[config.mk]
export PLATFORM = sky130hd
export DESIGN_NAME = fetch_unit_flat
export DESIGN_NICKNAME = d
export VERILOG_FILES = /design/src/rtl/fetch_if.sv /design/src/rtl/fetch_unit.sv /design/src/flat_wrapper.sv
export SDC_FILE = /design/constraint.sdc
export NUM_CORES = 1
export LEC_CHECK = 0
export CAP_MARGIN = 20
export CORE_MARGIN = 8
export CORE_UTILIZATION = 55
export CTS_CLUSTER_DIAMETER = 150
export DETAILED_ROUTE_END_ITERATION = 8
export GPL_TIMING_DRIVEN = 0
export HOLD_SLACK_MARGIN = 0.05
export PLACE_DENSITY_LB_ADDON = 0.2
export SLEW_MARGIN = 30
export SYNTH_ARGS = -nofsm -noshare
export SYNTH_HDL_FRONTEND = slang
export SYNTH_SLANG_ARGS = --single-unit
[constraint.sdc]
create_clock -name CLK -period 2.89 [get_ports CLK]
set_clock_uncertainty 0.05 [all_clocks]
set_input_delay 0.289 -clock CLK [delete_from_list [all_inputs] [get_ports CLK]]
set_output_delay 0.289 -clock CLK [all_outputs]
set_load 0.02 [all_outputs]
[src/rtl/fetch_if.sv]
// Fetch sequencer bus: program handshake, decode inputs, LUT load port and
// the PC/status outputs. master = bench/core side, slave = fetch_unit.
interface fetch_if #(
    parameter int PC_W   = 10,
    parameter int LUT_AW = 4,
    parameter int CNT_W  = 16
);
    logic              Start;
    logic              Halt;
    logic              branch_en;
    logic [LUT_AW-1:0] BranchIdx;
    logic              lut_we;
    logic [LUT_AW-1:0] lut_addr;
    logic [PC_W-1:0]   lut_data;
    logic [PC_W-1:0]   PC;
    logic              Running;
    logic              Done;
    logic [CNT_W-1:0]  CycleCount;

    modport master (
        output Start, Halt, branch_en, BranchIdx, lut_we, lut_addr, lut_data,
        input  PC, Running, Done, CycleCount
    );

    modport slave (
        input  Start, Halt, branch_en, BranchIdx, lut_we, lut_addr, lut_data,
        output PC, Running, Done, CycleCount
    );
endinterface

[src/rtl/fetch_unit.sv]
// Program counter / fetch sequencer. Holds the PC and a branch-target LUT and
// runs the Start/Done handshake. In RUN the PC advances by one each cycle, or
// jumps to LUT[BranchIdx] on branch_en, until Halt is seen.
module fetch_unit #(
    parameter int              PC_W       = 10,
    parameter int              LUT_AW     = 4,
    parameter logic [PC_W-1:0] START_ADDR = '0,
    parameter int              CNT_W      = 16
) (
    input  logic   CLK,
    input  logic   Reset,
    fetch_if.slave bus
);
    localparam int LUT_N = 2 ** LUT_AW;

    typedef enum logic [1:0] {
        S_IDLE   = 2'd0,
        S_RUN    = 2'd1,
        S_HALTED = 2'd2
    } state_t;

    state_t           r_state;
    logic [PC_W-1:0]  r_pc;
    logic             r_running;
    logic             r_done;
    logic [CNT_W-1:0] r_cnt;
    logic [PC_W-1:0]  r_lut [LUT_N];
    logic [PC_W-1:0]  w_target;

    // Branch target is a plain combinational read; the array covers every index.
    assign w_target = r_lut[bus.BranchIdx];

    // Sequencer: state, PC, cycle counter, status flags and LUT writes.
    always_ff @(posedge CLK) begin
        if (!Reset) begin
            r_state   <= S_IDLE;
            r_pc      <= '0;
            r_running <= 1'b0;
            r_done    <= 1'b0;
            r_cnt     <= '0;
            for (int i = 0; i < LUT_N; i++) begin
                r_lut[i] <= '0;
            end
        end else begin
            case (r_state)
                S_RUN: begin
                    // Counter includes the halting cycle and sticks at all-ones.
                    if (r_cnt != {CNT_W{1'b1}}) begin
                        r_cnt <= r_cnt + 1'b1;
                    end
                    if (bus.Halt) begin
                        // PC stays on the halt instruction; branch_en is ignored.
                        r_state   <= S_HALTED;
                        r_running <= 1'b0;
                        r_done    <= 1'b1;
                    end else if (bus.branch_en) begin
                        r_pc <= w_target;
                    end else begin
                        r_pc <= r_pc + 1'b1;
                    end
                end
                default: begin
                    // IDLE and HALTED behave alike: LUT is writable, Start launches.
                    // A write issued together with Start still lands, since the
                    // LUT is only read once RUN begins.
                    if (bus.lut_we) begin
                        r_lut[bus.lut_addr] <= bus.lut_data;
                    end
                    if (bus.Start) begin
                        r_state   <= S_RUN;
                        r_pc      <= START_ADDR;
                        r_cnt     <= '0;
                        r_running <= 1'b1;
                        r_done    <= 1'b0;
                    end
                end
            endcase
        end
    end

    assign bus.PC         = r_pc;
    assign bus.Running    = r_running;
    assign bus.Done       = r_done;
    assign bus.CycleCount = r_cnt;
endmodule

[src/flat_wrapper.sv]
// flat-port wrapper written by rule: the top's interface ports become plain ports
module fetch_unit_flat 
#(
    parameter int              PC_W       = 10,
    parameter int              LUT_AW     = 4,
    parameter logic [PC_W-1:0] START_ADDR = '0,
    parameter int              CNT_W      = 16
)
  (CLK, Reset, bus_Start, bus_Halt, bus_branch_en, bus_BranchIdx, bus_lut_we, bus_lut_addr, bus_lut_data, bus_PC, bus_Running, bus_Done, bus_CycleCount);
  fetch_if #(.PC_W(PC_W), .LUT_AW(LUT_AW), .CNT_W(CNT_W)) bus_i ();
  input  logic CLK;
  input  logic Reset;
  input wire logic [$bits(bus_i.Start)-1:0] bus_Start;
  input wire logic [$bits(bus_i.Halt)-1:0] bus_Halt;
  input wire logic [$bits(bus_i.branch_en)-1:0] bus_branch_en;
  input wire logic [$bits(bus_i.BranchIdx)-1:0] bus_BranchIdx;
  input wire logic [$bits(bus_i.lut_we)-1:0] bus_lut_we;
  input wire logic [$bits(bus_i.lut_addr)-1:0] bus_lut_addr;
  input wire logic [$bits(bus_i.lut_data)-1:0] bus_lut_data;
  output wire logic [$bits(bus_i.PC)-1:0] bus_PC;
  output wire logic [$bits(bus_i.Running)-1:0] bus_Running;
  output wire logic [$bits(bus_i.Done)-1:0] bus_Done;
  output wire logic [$bits(bus_i.CycleCount)-1:0] bus_CycleCount;
  assign bus_i.Start = bus_Start;
  assign bus_i.Halt = bus_Halt;
  assign bus_i.branch_en = bus_branch_en;
  assign bus_i.BranchIdx = bus_BranchIdx;
  assign bus_i.lut_we = bus_lut_we;
  assign bus_i.lut_addr = bus_lut_addr;
  assign bus_i.lut_data = bus_lut_data;
  assign bus_PC = bus_i.PC;
  assign bus_Running = bus_i.Running;
  assign bus_Done = bus_i.Done;
  assign bus_CycleCount = bus_i.CycleCount;
  fetch_unit #(.PC_W(PC_W), .LUT_AW(LUT_AW), .START_ADDR(START_ADDR), .CNT_W(CNT_W)) u_core (.CLK(CLK), .Reset(Reset), .bus(bus_i));
endmodule
==> results.yml, run 1 <==
routing:
  wl_per_cell_um: 22.99
  vias_per_cell: 6.105
  routed_wl_mm: 22.23
  drt_iter0_markers: 553
  drtAntennaViolNets: 0
  remaining_drc_errors: 0
  vias: 5904
  firstDrtPassIters: 6
sta:
  whs_ns: 0.1726
  finalSetupViolations: 0
  worst_pin_slew_ns: 0.8873
  finalHoldViolCount: 0
  slew_viol_final: 0
  timing.final.crit_share: 0.8993
  slew_headroom: 0.4063
  rsz0062_at_grt: "false"
  worst_slack_ns: 0.2910
  min_period_ns: 2.599
  max_freq_ghz: 0.3848
cts:
  clk_pin_slew_ns: 0.07
  cts_num_sinks: 188
  clk_latency_ns: 0.43
  numCtsBuffers: 17
  cts_tree: "yes"
  cts_setup_buffers: 0
  clockBufferDepth: 2
  cts_root_buffer: "clkbuf_16"
  hold_buffers: 0
  htree_levels: 4
  cts_resized: 0
critical_path:
  end_kind: "flop"
  cp.required_ns: 3.20
  startpoint: "u_core.bus.CycleCount[1]"
  critPathTopFamily: "simple AND/OR/NAND/NOR gates"
  cp.depth: 7
  r2r_start: "u_core.bus.CycleCount[1]"
  ff2ff_path_depth: 7
  cpMaxStageDelayCell: "or4_1"
  arrival_ns: 2.91
  cp_max_fo: 8
  startpoint_type: "flop"
  cp_slowest_stage_delay_ns: 0.55
  critical_path_class: "reg -> reg"
  path_buf_inv: 1
  worstPathCellList: "ha_1 -> nand3_2 -> or4_1 -> buf_2 -> o21ai_1 -> or3_1 -> mux2i_1"
logic_synthesis:
  synth_area_leader_cell: "edfxtp_1"
  avgSynthCellArea_sq_um: 13.24
  ys.flop_type: "edfxtp_1"
  synthCells: 670
  netlist_area_sq_um: 8870
  synth_top_area_share: 0.5417
  netlist_top_cells_count: "163 x and2_1, 160 x edfxtp_1, 36 x mux4_2"
  syn-num-nets: 696
  ys_seq_area_frac: 0.6049
  synth_edf_count: 160
  synth-async-reset-ratio: 0
  yosysWarnings: 0
  ys_top_cells_by_area: "edfxtp_1 54%, and2_1 11%, mux4_2 9.1%"
  synth-seq-cells: 188
  synth_cell_type_count: 54
  yosysMostFrequentCell: "and2_1"
finish:
  area_growth_syn_to_layout_pct: 15.56
  diodes: 0
  regArea_sq_um: 5365
  multi_input_area_sq_um: 3368
  drive_gt1_frac: 0.1358
  nets: 765
  num-fill-cells: 1182
  final_core_util: 0.6476
  final_cell_count_no_fill: 967
placement:
  hpwl_mm: 15.40
  place_inst: 936
  place.gp.congestion: 0.8445
  dp_slack_ns: 0.2414
  io_buffers: 46
global_route:
  grt_max_degree: 17
  antenna_found_initial: 0
  track_usage: 0.2250
  grt_pass1_vias: 5829
  grt_remaining_overflow: 0
  grt_pass1_wl_mm: 33.73
pwr:
  intPower_uw: 4469
  switching_share: 0.2316
  vdd_ir_drop_max_mv: 0.4710
  netSwitchingPower_uw: 1347
  p_seq_frac: 0.526
  power_density_nw_per_um2: 567.4
  pwr-share-clk: 0.395
  p_leak_uw: 0.003632
  share_comb_of_total_power: 0.079
floorplanning:
  initial_core_util: 0.5604
  core_area_sq_um: 15830
  die_w_um: 143.0
  fp-row-count: 46
  dieHeight_um: 143.0
  die_area_sq_um: 20450
  ios: 52
run_status:
  status: "finished clean"
min_path:
  hold_class: "in -> reg"
  hold_start: "bus_Halt"
  whs_path_depth: 2
job:
  cap_violations: 0
## cell type report
| class | count | share of cell area |
|---|---|---|
| multi-input combinational | 440 | 0.3286 |
| inverter | 4 | 0.001465 |
| tap | 216 | 0.02637 |
| sequential | 188 | 0.5234 |
| buffer | 38 | 0.01587 |
| clock inverter | 14 | 0.01404 |
| timing repair buffer | 50 | 0.04871 |
| clock buffer | 17 | 0.04150 |
## cell usage in the layout, fill, tap and decap left out, types with 4 or more instances in the layout
| cell | synthesis | final |
|---|---|---|
| and3_1 | 4 | 4 |
| buf_6 | 1 | 4 |
| o21ai_0 | 29 | 17 |
| nand3b_1 | 5 | 5 |
| nor3_1 | 8 | 8 |
| o31ai_1 | 6 | 6 |
| nand4_1 | 5 | 5 |
| dfxtp_1 | 28 | 28 |
| and2_1 | 163 | 163 |
| nor2b_1 | 5 | 5 |
| nand3_1 | 19 | 19 |
| mux4_2 | 36 | 36 |
| mux2_2 | 6 | 6 |
| clkbuf_16 | 0 | 17 |
| mux2i_1 | 10 | 10 |
| nor2_1 | 25 | 25 |
| nand2_1 | 27 | 27 |
| or4_1 | 6 | 6 |
| nand2b_1 | 13 | 13 |
| edfxtp_1 | 160 | 160 |
| o21ai_1 | 3 | 4 |
| or3_1 | 4 | 4 |
| clkdlybuf4s50_1 | 0 | 46 |
| buf_2 | 10 | 11 |
| o21ai_2 | 0 | 11 |
| a21oi_1 | 16 | 16 |
| clkbuf_1 | 26 | 26 |
| o211ai_1 | 7 | 7 |
## registers in the layout (all words and copies together) (netlist names)
signal,cells
u_core.bus.CycleCount,16
u_core.r_state,2
u_core.bus.PC,10
u_core.r_lut,160
## through the flow
step                instance area (sq um)  setup TNS (ns)  power, uW
global placement                     9600          -27.74       3547
finish                              10250               0       5816
detailed placement                   9681               0       3571
CTS                                 10250               0       5828
floorplan                            8870               0       3371
global route                        10250               0       5959
## cell families (layout without fill, tap and decap cells)
family,Yosys count,count (layout),synth area share
compound gates,88,88,0.06461
xor+xnor,4,4,0.003951
fa+ha+maj,2,2,0.002821
buf+inv,42,123,0.02003
flops,188,188,0.6049
mux,52,52,0.1103
simple gates,294,294,0.1934
## routing by layer
layer / global-route usage / wire [um] / share of wire / up-vias
li1: - / - / - / 2649
met1: 0.2906 / 8852 / 0.40 / 2962
met2: 0.3633 / 10870 / 0.49 / 261
met3: 0.05743 / 2087 / 0.094 / 32
met4: 0.07494 / 422 / 0.019 / 0
met5: 0 / 0 / 0 / -
## worst paths after layout
check                                    to  slack, ns
hold / removal            u_core.r_state[0]       0.17
hold reg to reg   u_core.bus.CycleCount[14]       0.45
setup reg to reg  u_core.bus.CycleCount[14]       0.29
setup / recovery  u_core.bus.CycleCount[14]       0.29
## power by group through the flow
stage	clock network (uW)	logic (uW)	registers [uW]
final	2300	459	3060
after global routing	2410	485	3070
after CTS	2320	455	3060
after detailed placement	0	453	3120
after global placement	0	433	3110
after floorplan	0	257	3110
Power figures use the tool's default switching activity.
==> run 2: changes to the inputs <==
--- a/config.mk
+++ b/config.mk
@@ -6,8 +6,9 @@
 export NUM_CORES = 1
 export LEC_CHECK = 0
 export CAP_MARGIN = 20
+export CORE_ASPECT_RATIO = 2
 export CORE_MARGIN = 8
-export CORE_UTILIZATION = 55
+export CORE_UTILIZATION = 60
 export CTS_CLUSTER_DIAMETER = 150
 export DETAILED_ROUTE_END_ITERATION = 8
 export GPL_TIMING_DRIVEN = 0
@@ -17,3 +18,4 @@
 export SYNTH_ARGS = -nofsm -noshare
 export SYNTH_HDL_FRONTEND = slang
 export SYNTH_SLANG_ARGS = --single-unit
+export TNS_END_PERCENT = 100
==> run 2 against run 1 <==
Clock power is 4% lower; sequential power hardly changed; setup slack better by 0.010 ns; critical path depth fell by 1; non-clock buffer count up 3; routed wire length up 0.29%; first-iteration DRC count up 2.2%; critical path type unchanged.
==> results.yml, run 2 (synthesized netlist as in run 1, its figures left out) <==
sta:
  worst_pin_slew_ns: 0.8805
  rsz0062_at_grt: "false"
  finalHoldViolCount: 0
  min_period_ns: 2.589
  worst_slack_ns: 0.3011
  max_freq_ghz: 0.3863
  finalSetupTns_ns: 0
  slew_headroom: 0.4109
  finalSetupViolations: 0
  slew_viol_final: 0
  timing.final.crit_share: 0.8958
routing:
  firstDrtPassIters: 5
  vias: 5896
  drtAntennaViolNets: 0
  routed_wl_mm: 22.29
  wl_per_cell_um: 23.46
  vias_per_cell: 6.206
  drt_iter0_markers: 565
  remaining_drc_errors: 0
global_route:
  grt_pass1_vias: 5758
  track_usage: 0.2444
  grt_max_degree: 17
  grt_pass1_wl_mm: 33.91
  antenna_found_initial: 0
  grt_remaining_overflow: 0
cts:
  clk_pin_slew_ns: 0.07
  hold_buffers: 0
  cts_resized: 0
  numCtsBuffers: 17
  htree_levels: 4
  clockBufferDepth: 2
  clk_latency_ns: 0.43
  cts_num_sinks: 188
  cts_setup_buffers: 0
  cts_root_buffer: "clkbuf_16"
  cts_tree: "yes"
finish:
  nets: 768
  layout_commonest_cell: "and2_1"
  largest_register: "u_core.r_lut"
  drive_gt1_frac: 0.1377
  final_cell_count_no_fill: 950
  mostFrequentLayoutCells: "163 x and2_1, 160 x edfxtp_1, 46 x clkdlybuf4s50_1, 36 x mux4_2, 28 x dfxtp_1"
  largest_reg_flops: 160
  diodes: 0
  area_growth_syn_to_layout_pct: 15.28
critical_path:
  critical_path_class: "reg -> reg"
  end_kind: "flop"
  startpoint: "u_core.r_state[0]"
  rrSetupSlack_ns: 0.30
  startpoint_type: "flop"
  ff2ff_path_depth: 6
  cp_max_fo: 10
  r2r_start: "u_core.r_state[0]"
  cp.required_ns: 2.98
  arrival_ns: 2.68
floorplanning:
  initial_core_util: 0.6050
  core_area_sq_um: 14660
  dieHeight_um: 187.9
  die_area_sq_um: 19170
  ios: 52
  fp-row-count: 63
  die_w_um: 102.0
pwr:
  power_uw: 5726
  power_density_nw_per_um2: 560.0
  vdd_ir_drop_max_mv: 0.4403
  p_leak_uw: 0.003633
placement:
  place_inst: 918
  hpwl_mm: 15.35
  dp_slack_ns: 0.2791
  place.gp.congestion: 0.8978
  io_buffers: 46
job:
  cap_violations: 0
min_path:
  whs_path_depth: 2
  hold_class: "in -> reg"
  hold_start: "bus_Halt"
run_status:
  status: "finished clean"
run 2: report_power, final:
part	total, uW	internal (uW)	switching (uW)
Sequential	3060	3030	34.7
Combinational	464	174	290
Clock	2200	1180	1020
Total	5730	4380	1340
run 2: cell type report:
class,count,area (sq um)
Clock inverter,15,123.9
Timing Repair Buffer,53,528.0
Tap cell,195,244.0
Sequential cell,188,5365
Clock buffer,17,425.4
Buffer,38,162.7
Inverter,4,15.01
Multi-Input combinational cell,440,3361
Fill cell,1061,4437
run 2: path summary, 6_finish.rpt:
path | end
worst min-delay path | u_core.r_state[0]
worst max register to register | u_core.r_lut[11][2]
worst max-delay path | u_core.r_lut[11][2]
worst min register to register | u_core.bus.CycleCount[14]
run 2: routing by layer:
metal  GRT usage  share of wire  wire [um]
met2      0.3925           0.51      11320
met1      0.2963           0.37       8314
met5           0              0          0
met3     0.04866          0.076       1689
met4      0.1372          0.044        971
run 2: through the flow:
stage / utilization / hold WS, ns / area [sq um]
2_1_floorplan: - / 0.4178 / 8870
3_3_place_gp: 0.6530 / 0.4229 / 9574
3_5_place_dp: 0.6599 / 0.4329 / 9676
4_1_cts: 0.6974 / 0.1593 / 10220
5_1_grt: 0.6974 / 0.2099 / 10220
6_report: 0.6974 / 0.1766 / 10220
run 2: worst max-delay path: stages, from the launching register on:
cell,delay (ns)
dfxtp_1,0.34
nor2b_1,0.15
clkbuf_1,0.24
nor2_1,0.20
nand3_1,0.36
o21ai_1,0.68
buf_4,0.28
==> run 3: changes to the inputs <==
--- a/config.mk
+++ b/config.mk
@@ -11,6 +11,7 @@
 export CORE_UTILIZATION = 60
 export CTS_CLUSTER_DIAMETER = 150
 export DETAILED_ROUTE_END_ITERATION = 8
+export GPL_ROUTABILITY_DRIVEN = 0
 export GPL_TIMING_DRIVEN = 0
 export HOLD_SLACK_MARGIN = 0.05
 export PLACE_DENSITY_LB_ADDON = 0.2
==> results of run 3 <==
Final layout, timing and power as in run 2 (identical DEF).
